===== src/rtl/islip_req_ctrl_if.sv =====
// Handshake and data bundle between the iSLIP requester/dispatcher and its
// surroundings: VOQ status in, arbiter request/result channels, and the
// per-input grant/completion lines towards the input ports.
interface islip_req_ctrl_if #(
  parameter int PORT_NUM = 4
);
  localparam int PW = $clog2(PORT_NUM);

  logic [PORT_NUM-1:0][PORT_NUM-1:0] voq_req;
  logic [PORT_NUM-1:0]               tx_rdy;
  logic                              arb_valid_out;
  logic                              arb_ready_in;
  logic [PORT_NUM-1:0][PORT_NUM-1:0] arb_req_vect;
  logic [PORT_NUM-1:0]               arb_tx_rdy;
  logic                              arb_valid_in;
  logic                              arb_ready_out;
  logic [PORT_NUM-1:0][PORT_NUM-1:0] arb_grant;
  logic [PORT_NUM-1:0]               gnt_vld;
  logic [PORT_NUM-1:0][PW-1:0]       gnt_port;
  logic [PORT_NUM-1:0]               xfer_done;
  logic                              arb_err;

  // Requester side: the controller itself.
  modport master (
    input  voq_req, tx_rdy, arb_ready_in, arb_valid_in, arb_grant, xfer_done,
    output arb_valid_out, arb_req_vect, arb_tx_rdy, arb_ready_out,
           gnt_vld, gnt_port, arb_err
  );

  // Environment side: VOQs, arbiter and input ports.
  modport slave (
    output voq_req, tx_rdy, arb_ready_in, arb_valid_in, arb_grant, xfer_done,
    input  arb_valid_out, arb_req_vect, arb_tx_rdy, arb_ready_out,
           gnt_vld, gnt_port, arb_err
  );
endinterface


===== src/rtl/islip_req_ctrl.sv =====
// iSLIP requester/dispatcher. Builds the masked request matrix, runs one
// arbiter round (request handshake, then result handshake), validates the
// returned match matrix, dispatches legal grants and tracks busy inputs and
// outputs until each transfer reports done.
module islip_req_ctrl #(
  parameter int PORT_NUM = 4,
  parameter int TIMEOUT  = 16
) (
  input  logic             clk,
  input  logic             rst,
  islip_req_ctrl_if.master bus
);
  localparam int PW = $clog2(PORT_NUM);
  localparam int CW = $clog2(TIMEOUT);

  typedef enum logic [1:0] {IDLE, REQ, WAIT_GNT, DISP} state_t;

  state_t                            state;
  logic                              was_disp;
  logic [CW-1:0]                     cnt;
  logic [PORT_NUM-1:0]               in_busy;
  logic [PORT_NUM-1:0]               out_busy;
  logic [PORT_NUM-1:0][PORT_NUM-1:0] grant_q;

  logic [PORT_NUM-1:0][PORT_NUM-1:0] req_mask;
  logic [PORT_NUM-1:0][PORT_NUM-1:0] others;
  logic [PORT_NUM-1:0][PW-1:0]       grant_idx;
  logic [PORT_NUM-1:0]               legal;
  logic [PORT_NUM-1:0]               illegal;
  logic [PORT_NUM-1:0]               out_set;
  logic [PORT_NUM-1:0]               done_clr;
  logic [PORT_NUM-1:0]               out_clr;

  // A granted input stays busy exactly as long as its grant is presented.
  assign bus.gnt_vld = in_busy;

  // Request matrix with busy inputs, busy outputs and stalled outputs removed.
  always_comb begin
    // NOTE: every always_comb output gets a default first so no path leaves it unassigned (no latch).
    req_mask = '0;
    for (int n = 0; n < PORT_NUM; n++) begin
      for (int m = 0; m < PORT_NUM; m++) begin
        req_mask[n][m] = bus.voq_req[n][m] & ~in_busy[n] & ~out_busy[m] & bus.tx_rdy[m];
      end
    end
  end

  // Grant validation: one-hot, actually requested, and no output claimed twice.
  always_comb begin
    others    = '0;
    grant_idx = '0;
    legal     = '0;
    illegal   = '0;
    out_set   = '0;
    for (int n = 0; n < PORT_NUM; n++) begin
      for (int k = 0; k < PORT_NUM; k++) begin
        if (k != n) others[n] = others[n] | grant_q[k];
      end
      for (int m = 0; m < PORT_NUM; m++) begin
        if (grant_q[n][m]) grant_idx[n] = PW'(m);
      end
      if (grant_q[n] != '0) begin
        if ($onehot(grant_q[n]) &&
            ((grant_q[n] & ~bus.arb_req_vect[n]) == '0) &&
            ((grant_q[n] & others[n]) == '0)) begin
          legal[n] = 1'b1;
          out_set  = out_set | grant_q[n];
        end else begin
          illegal[n] = 1'b1;
        end
      end
    end
  end

  // Completion: a done pulse on a busy input frees that input and its output.
  always_comb begin
    done_clr = bus.xfer_done & in_busy;
    out_clr  = '0;
    for (int n = 0; n < PORT_NUM; n++) begin
      if (done_clr[n]) out_clr[bus.gnt_port[n]] = 1'b1;
    end
  end

  // Round FSM with registered handshake outputs, plus busy/grant bookkeeping.
  always_ff @(posedge clk) begin
    // NOTE: sequential state uses non-blocking assignments so every register samples pre-edge values.
    if (rst) begin
      state             <= IDLE;
      was_disp          <= 1'b0;
      cnt               <= '0;
      in_busy           <= '0;
      out_busy          <= '0;
      grant_q           <= '0;
      bus.gnt_port      <= '0;
      bus.arb_valid_out <= 1'b0;
      bus.arb_ready_out <= 1'b0;
      bus.arb_req_vect  <= '0;
      bus.arb_tx_rdy    <= '0;
      bus.arb_err       <= 1'b0;
    end else begin
      was_disp <= (state == DISP);

      // Done and dispatch touch disjoint bits, since busy resources are never requested.
      if (state == DISP) begin
        in_busy  <= (in_busy & ~done_clr) | legal;
        out_busy <= (out_busy & ~out_clr) | out_set;
        for (int n = 0; n < PORT_NUM; n++) begin
          if (legal[n]) bus.gnt_port[n] <= grant_idx[n];
        end
      end else begin
        in_busy  <= in_busy & ~done_clr;
        out_busy <= out_busy & ~out_clr;
      end

      case (state)
        IDLE: begin
          // Skipping the cycle after DISP lets the new busy masks take effect first.
          if ((req_mask != '0) && !was_disp) begin
            bus.arb_req_vect  <= req_mask;
            bus.arb_tx_rdy    <= bus.tx_rdy & ~out_busy;
            bus.arb_valid_out <= 1'b1;
            state             <= REQ;
          end
        end
        REQ: begin
          if (bus.arb_valid_out && bus.arb_ready_in) begin
            bus.arb_valid_out <= 1'b0;
            bus.arb_ready_out <= 1'b1;
            cnt               <= '0;
            state             <= WAIT_GNT;
          end
        end
        WAIT_GNT: begin
          // arb_req_vect stays frozen: the arbiter samples it a cycle after the handshake.
          if (bus.arb_valid_in) begin
            grant_q           <= bus.arb_grant;
            bus.arb_ready_out <= 1'b0;
            cnt               <= '0;
            state             <= DISP;
          end else if (cnt == CW'(TIMEOUT - 1)) begin
            bus.arb_err       <= 1'b1;
            bus.arb_ready_out <= 1'b0;
            cnt               <= '0;
            state             <= IDLE;
          end else begin
            cnt <= cnt + 1'b1;
          end
        end
        DISP: begin
          if (illegal != '0) bus.arb_err <= 1'b1;
          state <= IDLE;
        end
        default: state <= IDLE;
      endcase
    end
  end
endmodule


===== src/flat_wrapper.sv =====
// flat-port wrapper written by rule: the top's interface ports become plain ports
module islip_req_ctrl_flat 
#(
  parameter int PORT_NUM = 4,
  parameter int TIMEOUT  = 16
)
  (clk, rst, bus_voq_req, bus_tx_rdy, bus_arb_ready_in, bus_arb_valid_in, bus_arb_grant, bus_xfer_done, bus_arb_valid_out, bus_arb_req_vect, bus_arb_tx_rdy, bus_arb_ready_out, bus_gnt_vld, bus_gnt_port, bus_arb_err);
  islip_req_ctrl_if #(.PORT_NUM(PORT_NUM)) bus_i ();
  input  logic clk;
  input  logic rst;
  input wire logic [$bits(bus_i.voq_req)-1:0] bus_voq_req;
  input wire logic [$bits(bus_i.tx_rdy)-1:0] bus_tx_rdy;
  input wire logic [$bits(bus_i.arb_ready_in)-1:0] bus_arb_ready_in;
  input wire logic [$bits(bus_i.arb_valid_in)-1:0] bus_arb_valid_in;
  input wire logic [$bits(bus_i.arb_grant)-1:0] bus_arb_grant;
  input wire logic [$bits(bus_i.xfer_done)-1:0] bus_xfer_done;
  output wire logic [$bits(bus_i.arb_valid_out)-1:0] bus_arb_valid_out;
  output wire logic [$bits(bus_i.arb_req_vect)-1:0] bus_arb_req_vect;
  output wire logic [$bits(bus_i.arb_tx_rdy)-1:0] bus_arb_tx_rdy;
  output wire logic [$bits(bus_i.arb_ready_out)-1:0] bus_arb_ready_out;
  output wire logic [$bits(bus_i.gnt_vld)-1:0] bus_gnt_vld;
  output wire logic [$bits(bus_i.gnt_port)-1:0] bus_gnt_port;
  output wire logic [$bits(bus_i.arb_err)-1:0] bus_arb_err;
  assign bus_i.voq_req = bus_voq_req;
  assign bus_i.tx_rdy = bus_tx_rdy;
  assign bus_i.arb_ready_in = bus_arb_ready_in;
  assign bus_i.arb_valid_in = bus_arb_valid_in;
  assign bus_i.arb_grant = bus_arb_grant;
  assign bus_i.xfer_done = bus_xfer_done;
  assign bus_arb_valid_out = bus_i.arb_valid_out;
  assign bus_arb_req_vect = bus_i.arb_req_vect;
  assign bus_arb_tx_rdy = bus_i.arb_tx_rdy;
  assign bus_arb_ready_out = bus_i.arb_ready_out;
  assign bus_gnt_vld = bus_i.gnt_vld;
  assign bus_gnt_port = bus_i.gnt_port;
  assign bus_arb_err = bus_i.arb_err;
  islip_req_ctrl #(.PORT_NUM(PORT_NUM), .TIMEOUT(TIMEOUT)) u_core (.clk(clk), .rst(rst), .bus(bus_i));
endmodule

===== config.mk =====
export PLATFORM = sky130hd
export DESIGN_NAME = islip_req_ctrl_flat
export DESIGN_NICKNAME = d
export VERILOG_FILES = /design/src/rtl/islip_req_ctrl_if.sv /design/src/rtl/islip_req_ctrl.sv /design/src/flat_wrapper.sv
export SDC_FILE = /design/constraint.sdc
export NUM_CORES = 1
export LEC_CHECK = 0
export ABC_AREA = 1
export BUFFER_PORTS_ARGS = -buffer_cell sky130_fd_sc_hd__buf_2
export CAP_MARGIN = 5
export CORE_MARGIN = 1.5
export CORE_UTILIZATION = 43
export CTS_BUF_LIST = sky130_fd_sc_hd__clkbuf_16
export DETAILED_ROUTE_END_ITERATION = 7
export PLACE_DENSITY_LB_ADDON = 0.25
export SLEW_MARGIN = 20
export SYNTH_ARGS = -nofsm -noshare
export SYNTH_HDL_FRONTEND = slang
export SYNTH_SLANG_ARGS = --single-unit
export TNS_END_PERCENT = 100

===== constraint.sdc =====
create_clock -name clk -period 3.8 [get_ports clk]
set_input_delay 0.57 -clock clk [delete_from_list [all_inputs] [get_ports clk]]
set_output_delay 0.57 -clock clk [all_outputs]
set_load 0.01 [all_outputs]

==> results.cfg, run 1 <==
[route]
drtAntennaViolNets = 0
dr.pass1.iters = 7
via_count = 3730
wl_microns = 10510
drt_iter0_drc = 204
vias_per_cell = 5.406
wl_per_cell_microns = 15.23
post-route-drc-count = 2

[timing]
rsz0062_at_grt = no
fin_crit_sh_pct = 74.46
fin_crit_ns = 2.830
setup_viol = 0
finalClockSkew_ns = 0.008952
tightest_slew_ns = 1.026
hold_viol_final = 0
max_freq_mhz = 353.4
tns_ns = 0
drv_slew = 0
fin_ws_ns = 0.9704
slew_headroom_pct = 31.50

[yosys]
synth_area_leaders = dfxtp_1, nand2_1, ha_1
synth_compound_area_share_pct = 16.52
synth_edf_count = 0
synth_ff_type = dfxtp_1
synth.avg_cell_area_sq_um = 7.035
synth_top_area_cell = dfxtp_1
synth_area_sq_um = 3560
synthArstFlopShare_pct = 0
synth_xor_xnor_area_share_pct = 0.2460
muxShareOfSynthArea_pct = 0
synth.distinct_cells = 31
ys_ff_latch = 62
ys_seq_area_share_pct = 34.87
synth_fa_ha_area_share_pct = 9.631
synth_nets = 575
yosys.area_share.simple_pct = 31.18
synth_top_family_by_area = simple AND/OR/NAND/NOR gates
syn_inst = 506
yosys_warnings = 0
yosys.area.top_type_share_pct = 34.87

[floorplanning]
rows = 33
core_sq_um = 8134
dieArea_sq_um = 8833
die_w_microns = 93.99
initial_utilization_pct = 43.76
die_y_microns = 93.99
pin_count = 79

[outcome]
violations = DRC
status = complete, but fails checks

[global_routing]
overflow = 0
grt_pass1_wl_microns = 16550
grt_max_degree = 39
grt.total_usage_pct = 24.83
grt_pass1_vias = 3360
antenna_found_initial = 0

[layout]
final_cell_mix = nand2_1, buf_2, dfxtp_1, nor2_1
antenna_cells = 0
nets = 649
drive_gt1_share_pct = 20.85
fin_area_sq_um = 4310
final_common_cell = nand2_1
areaGrowthSynthToFinish_pct = 21.09
final_cell_count_no_fill = 690

[flow_run]
maxCapViolations = 0

[placed_design]
io_buffers = 78
placed_area_sq_um = 4011
place_ws_ns = 1.040
numPlacedInstances = 674
gp_congestion = 0.9777
dp_hpwl_microns = 8108

[cts]
clk_latency_ns = 0.33
root_buffer = clkbuf_16
clock_path_buffers = 2
clk_pin_slew_worst_paths_ns = 0.06
cts_htree_levels = 3
cts.repair.resized = 0
tritoncts = built
clock_sinks = 62
cts_hold_buf = 0
cts_setup_buffers = 0
numCtsBuffers = 9

[setup_path]
crit_type = reg -> reg
cp-end-kind = register
worstPathRequired_ns = 4.01
cp_max_fo = 6
crit_arrival_ns = 3.04
cp-start-kind = register

[power_and_ir_drop]
power.density_nw_per_um2 = 609.0
power_leakage_nw = 2.096
vdd_drop_max_uv = 251.0

[min_path]
hp-class = reg -> reg
## final cells by class
| type | instances | area [sq um] |
|---|---|---|
| Inverter | 51 | 191.4 |
| Timing Repair Buffer | 79 | 397.9 |
| Fill cell | 813 | 3824 |
| Tap cell | 105 | 131.4 |
| Sequential cell | 62 | 1241 |
| Clock inverter | 7 | 73.82 |
| Multi-Input combinational cell | 377 | 2049 |
| Clock buffer | 9 | 225.2 |
## power by group
part	switching, mW	internal [mW]	total (mW)	leakage, nW
Clock	0.312	0.508	0.820	0.136
Sequential	0.115	0.764	0.879	0.504
Combinational	0.623	0.303	0.926	1.46
## sequential cells by signal (all words and copies together), names as in the netlist
name / count
u_core.was_disp: 1
u_core.bus.arb_valid_out: 1
u_core.bus.arb_ready_out: 1
u_core.bus.arb_req_vect: 16
u_core.bus.arb_err: 1
u_core.bus.gnt_port: 8
u_core.out_busy: 4
u_core.bus.gnt_vld: 4
u_core.bus.arb_tx_rdy: 4
u_core.state: 2
u_core.cnt: 4
u_core.grant_q: 16
## worst max-delay path: stages (launching register included)
cell	delay (ns)
dfxtp_1	0.46
inv_1	0.16
ha_1	0.30
ha_1	0.20
fa_1	0.48
nor3b_1	0.20
o21ai_0	0.11
nor2_1	0.33
nand4_2	0.22
o21ai_0	0.20
a21oi_1	0.05
## final timing paths
kind,from,end,slack (ns),cells after the start
min,u_core.cnt[3],u_core.cnt[3],0.47,2
max reg2reg,u_core.grant_q[9],u_core.bus.gnt_port[4],0.97,10
min reg2reg,u_core.cnt[3],u_core.cnt[3],0.47,2
max,u_core.grant_q[9],u_core.bus.gnt_port[4],0.97,10
## per-stage QoR
| step | power, mW | util (%) | hold WS, ns |
|---|---|---|---|
| after floorplan | 1.544 | - | 0.4391 |
| after global placement | 1.780 | 49.32 | 0.4508 |
| after detailed placement | 1.798 | 49.32 | 0.4642 |
| after CTS | 2.624 | 52.99 | 0.4735 |
| after global routing | 2.804 | 52.99 | 0.4905 |
| final | 2.625 | 52.99 | 0.4712 |
## synthesized netlist by cell type, types with 9 or more instances
master / count
a21oi_1: 47
nand4_1: 23
nor3_1: 10
ha_1: 21
o21ai_0: 47
nor2_1: 50
clkbuf_1: 10
inv_2: 10
dfxtp_1: 62
o21ai_1: 9
inv_1: 41
nand3_1: 20
nand2_1: 108
## kinds of logic (layout without fill, tap and decap cells)
logic type               count (synthesis)  in the layout
buffers and inverters                   67            146
adder cells (fa/ha/maj)                 25             25
AO/OA/AOI/OAI                          112            112
AND/OR/NAND/NOR                        239            239
flip-flops                              62             62
XOR/XNOR                                 1              1
## routing by layer
| metal | share of wire, % | global-route usage [%] |
|---|---|---|
| met2 | 45 | 39.55 |
| met3 | 6.4 | 5.825 |
| met1 | 46 | 32.27 |
| met4 | 2.8 | 10.07 |
| met5 | 0 | 0 |
No activity file was read; power rests on OpenSTA's default activity.
==> inputs of run 2 (changes only) <==
clock period = 2.5 ns   (was 3.8 ns; I/O delays follow)
==> run 2 against run 1 <==
Compared with the run above:
- the run still ends with DRC left
- global-route usage rose by 0.70 points
- utilization rose by 4.2 points
- fmax rose by 16%
- total power rose by 64%
- count of clock-buffer cells in the layout did not move
- register-to-register slack got worse by 0.90 ns
- cell count rose by 5.1%
- combinational power rose by 83%
- largest cell class unchanged
- critical endpoint is now u_core.bus.arb_err
- non-clock buffer count rose by 35
- setup slack got worse by 0.90 ns
- sequential share of layout area fell by 1.8 points
- hold slack got worse by 0.15 ns
==> results.cfg, run 2 (synthesis results as in run 1) <==
[floorplanning]
pin_count = 79
initial_utilization_pct = 43.76
rows = 33
dieArea_sq_um = 8833
core_sq_um = 8134
die_y_microns = 93.99
die_w_microns = 93.99

[placed_design]
dp_hpwl_microns = 8455
io_buffers = 78
gp_congestion = 0.9215

[power_and_ir_drop]
power.density_nw_per_um2 = 928.5
finalPower_mw = 4.316
power_leakage_nw = 2.266
vdd_drop_max_uv = 377.2

[global_routing]
grt_use_met3_pct = 5.663
grt_pass1_wl_microns = 17210
antenna_found_initial = 0
top_usage_layer = met2
use_met1_pct = 33.32
grt_pass1_vias = 3527
use_met2_pct = 42.33
grt.total_usage_pct = 25.53
grt_max_degree = 34
overflow = 0

[route]
drt_iter0_drc = 304
drtAntennaViolNets = 0
via_count = 3782
dr.pass1.iters = 7
vias_per_cell = 5.217
post-route-drc-count = 2
wl_microns = 10710
wl_per_cell_microns = 14.77

[layout]
final_util_pct = 57.15
reg_top3 = u_core.bus.arb_req_vect x16, u_core.grant_q x16, u_core.bus.gnt_port x8
antenna_cells = 0
drive_gt1_share_pct = 28.23
final_cell_mix = nand2_1, buf_2, dfxtp_1, nor2_1, a21oi_1
final_common_cell = nand2_1
nets = 684
areaGrowthSynthToFinish_pct = 30.58

[cts]
clock_path_buffers = 2
tritoncts = built
clock_sinks = 62
numCtsBuffers = 9
clk_latency_ns = 0.33
root_buffer = clkbuf_16
cts_htree_levels = 3
clk_pin_slew_worst_paths_ns = 0.05
cts_hold_buf = 0

[flow_run]
maxCapViolations = 0

[timing]
finalClockSkew_ns = 0.008473
max_freq_mhz = 411.5
fin_crit_sh_pct = 97.20
fin_hold_ws_ns = 0.3229
rsz0062_at_grt = no
hold_viol_final = 0
drv_slew = 0
fin_crit_ns = 2.430
slew_headroom_pct = 55.14
setup_viol = 0
tightest_slew_ns = 0.6722

[setup_path]
timing.rr.start = u_core.grant_q[4]
crit_arrival_ns = 2.64
cp_max_fo = 4
worstPathRequired_ns = 2.71
startpoint = u_core.grant_q[4]
crit_type = reg -> reg
cp-start-kind = register
cp-end-kind = register

[min_path]
hp-class = in -> reg
min_from = bus_arb_grant[7]

[outcome]
status = complete, but fails checks
violations = DRC
run 2: cell types whose count changed in the layout (fill, tap and decap cells not counted), moves of 3 or more:
cell	before	now
buf_4	1	34
dfxtp_1	62	52
dfxtp_2	0	9
ha_1	21	18
ha_2	0	3
o21ai_0	47	38
o21ai_1	9	17
run 2: path summary, 6_finish.rpt:
check,cells after the start,slack [ns],end
setup / recovery,10,0.07,u_core.bus.arb_err
hold / removal,3,0.32,u_core.grant_q[7]
setup reg to reg,10,0.07,u_core.bus.arb_err
hold reg to reg,2,0.46,u_core.cnt[3]
run 2: routing by layer:
metal | share of wire [%] | up-vias
met4 | 1.2 | 0
met1 | 44 | 1691
met2 | 46 | 162
met5 | 0 | -
met3 | 8.2 | 12
li1 | - | 1917
run 2: area by class of cell:
cell class | instances | area, sq um
flip-flops and latches | 62 | 1256
inverters | 51 | 191.4
repair buffers | 114 | 668.1
clock buffers | 9 | 225.2
well taps | 105 | 131.4
fillers | 790 | 3486
clock inverters | 7 | 88.84
multi-input cells | 377 | 2087
run 2: worst max-delay path, cell delays in order (launching register included):
cell and delay (ns):
dfxtp_2 0.35, inv_1 0.08, ha_1 0.30, ha_1 0.19, fa_1 0.43, nor3b_1 0.25, nand3_1 0.17, o21ai_1 0.18
nand2_1 0.09, o21ai_2 0.19, o21ai_1 0.09
run 2: power by group:
part,switching [mW],total (mW),internal (mW)
Sequential,0.140,1.31,1.17
Combinational,1.05,1.69,0.647
Clock,0.449,1.31,0.864
Total,1.64,4.32,2.68
run 2: metrics by stage:
| step | cell area, sq um | TNS (ns) | setup slack [ns] | std cells |
|---|---|---|---|---|
| after floorplan | 3560 | 0 | 0.02594 | 506 |
| after global placement | 4267 | 0 | 0.01832 | 708 |
| after detailed placement | 4267 | -0.02454 | -0.02454 | 708 |
| after CTS | 4584 | 0 | 0.01840 | 724 |
| after global routing | 4648 | 0 | 0.006478 | 725 |
| final | 4648 | 0 | 0.07007 | 725 |
run 2: repair_timing:
action	4_1_cts	5_1_grt
hold endpoints to repair	0	0
pin swaps	0	14
setup endpoints to repair	1	15
gates cloned	0	0
gates resized for setup	1	30
buffers inserted	0	1
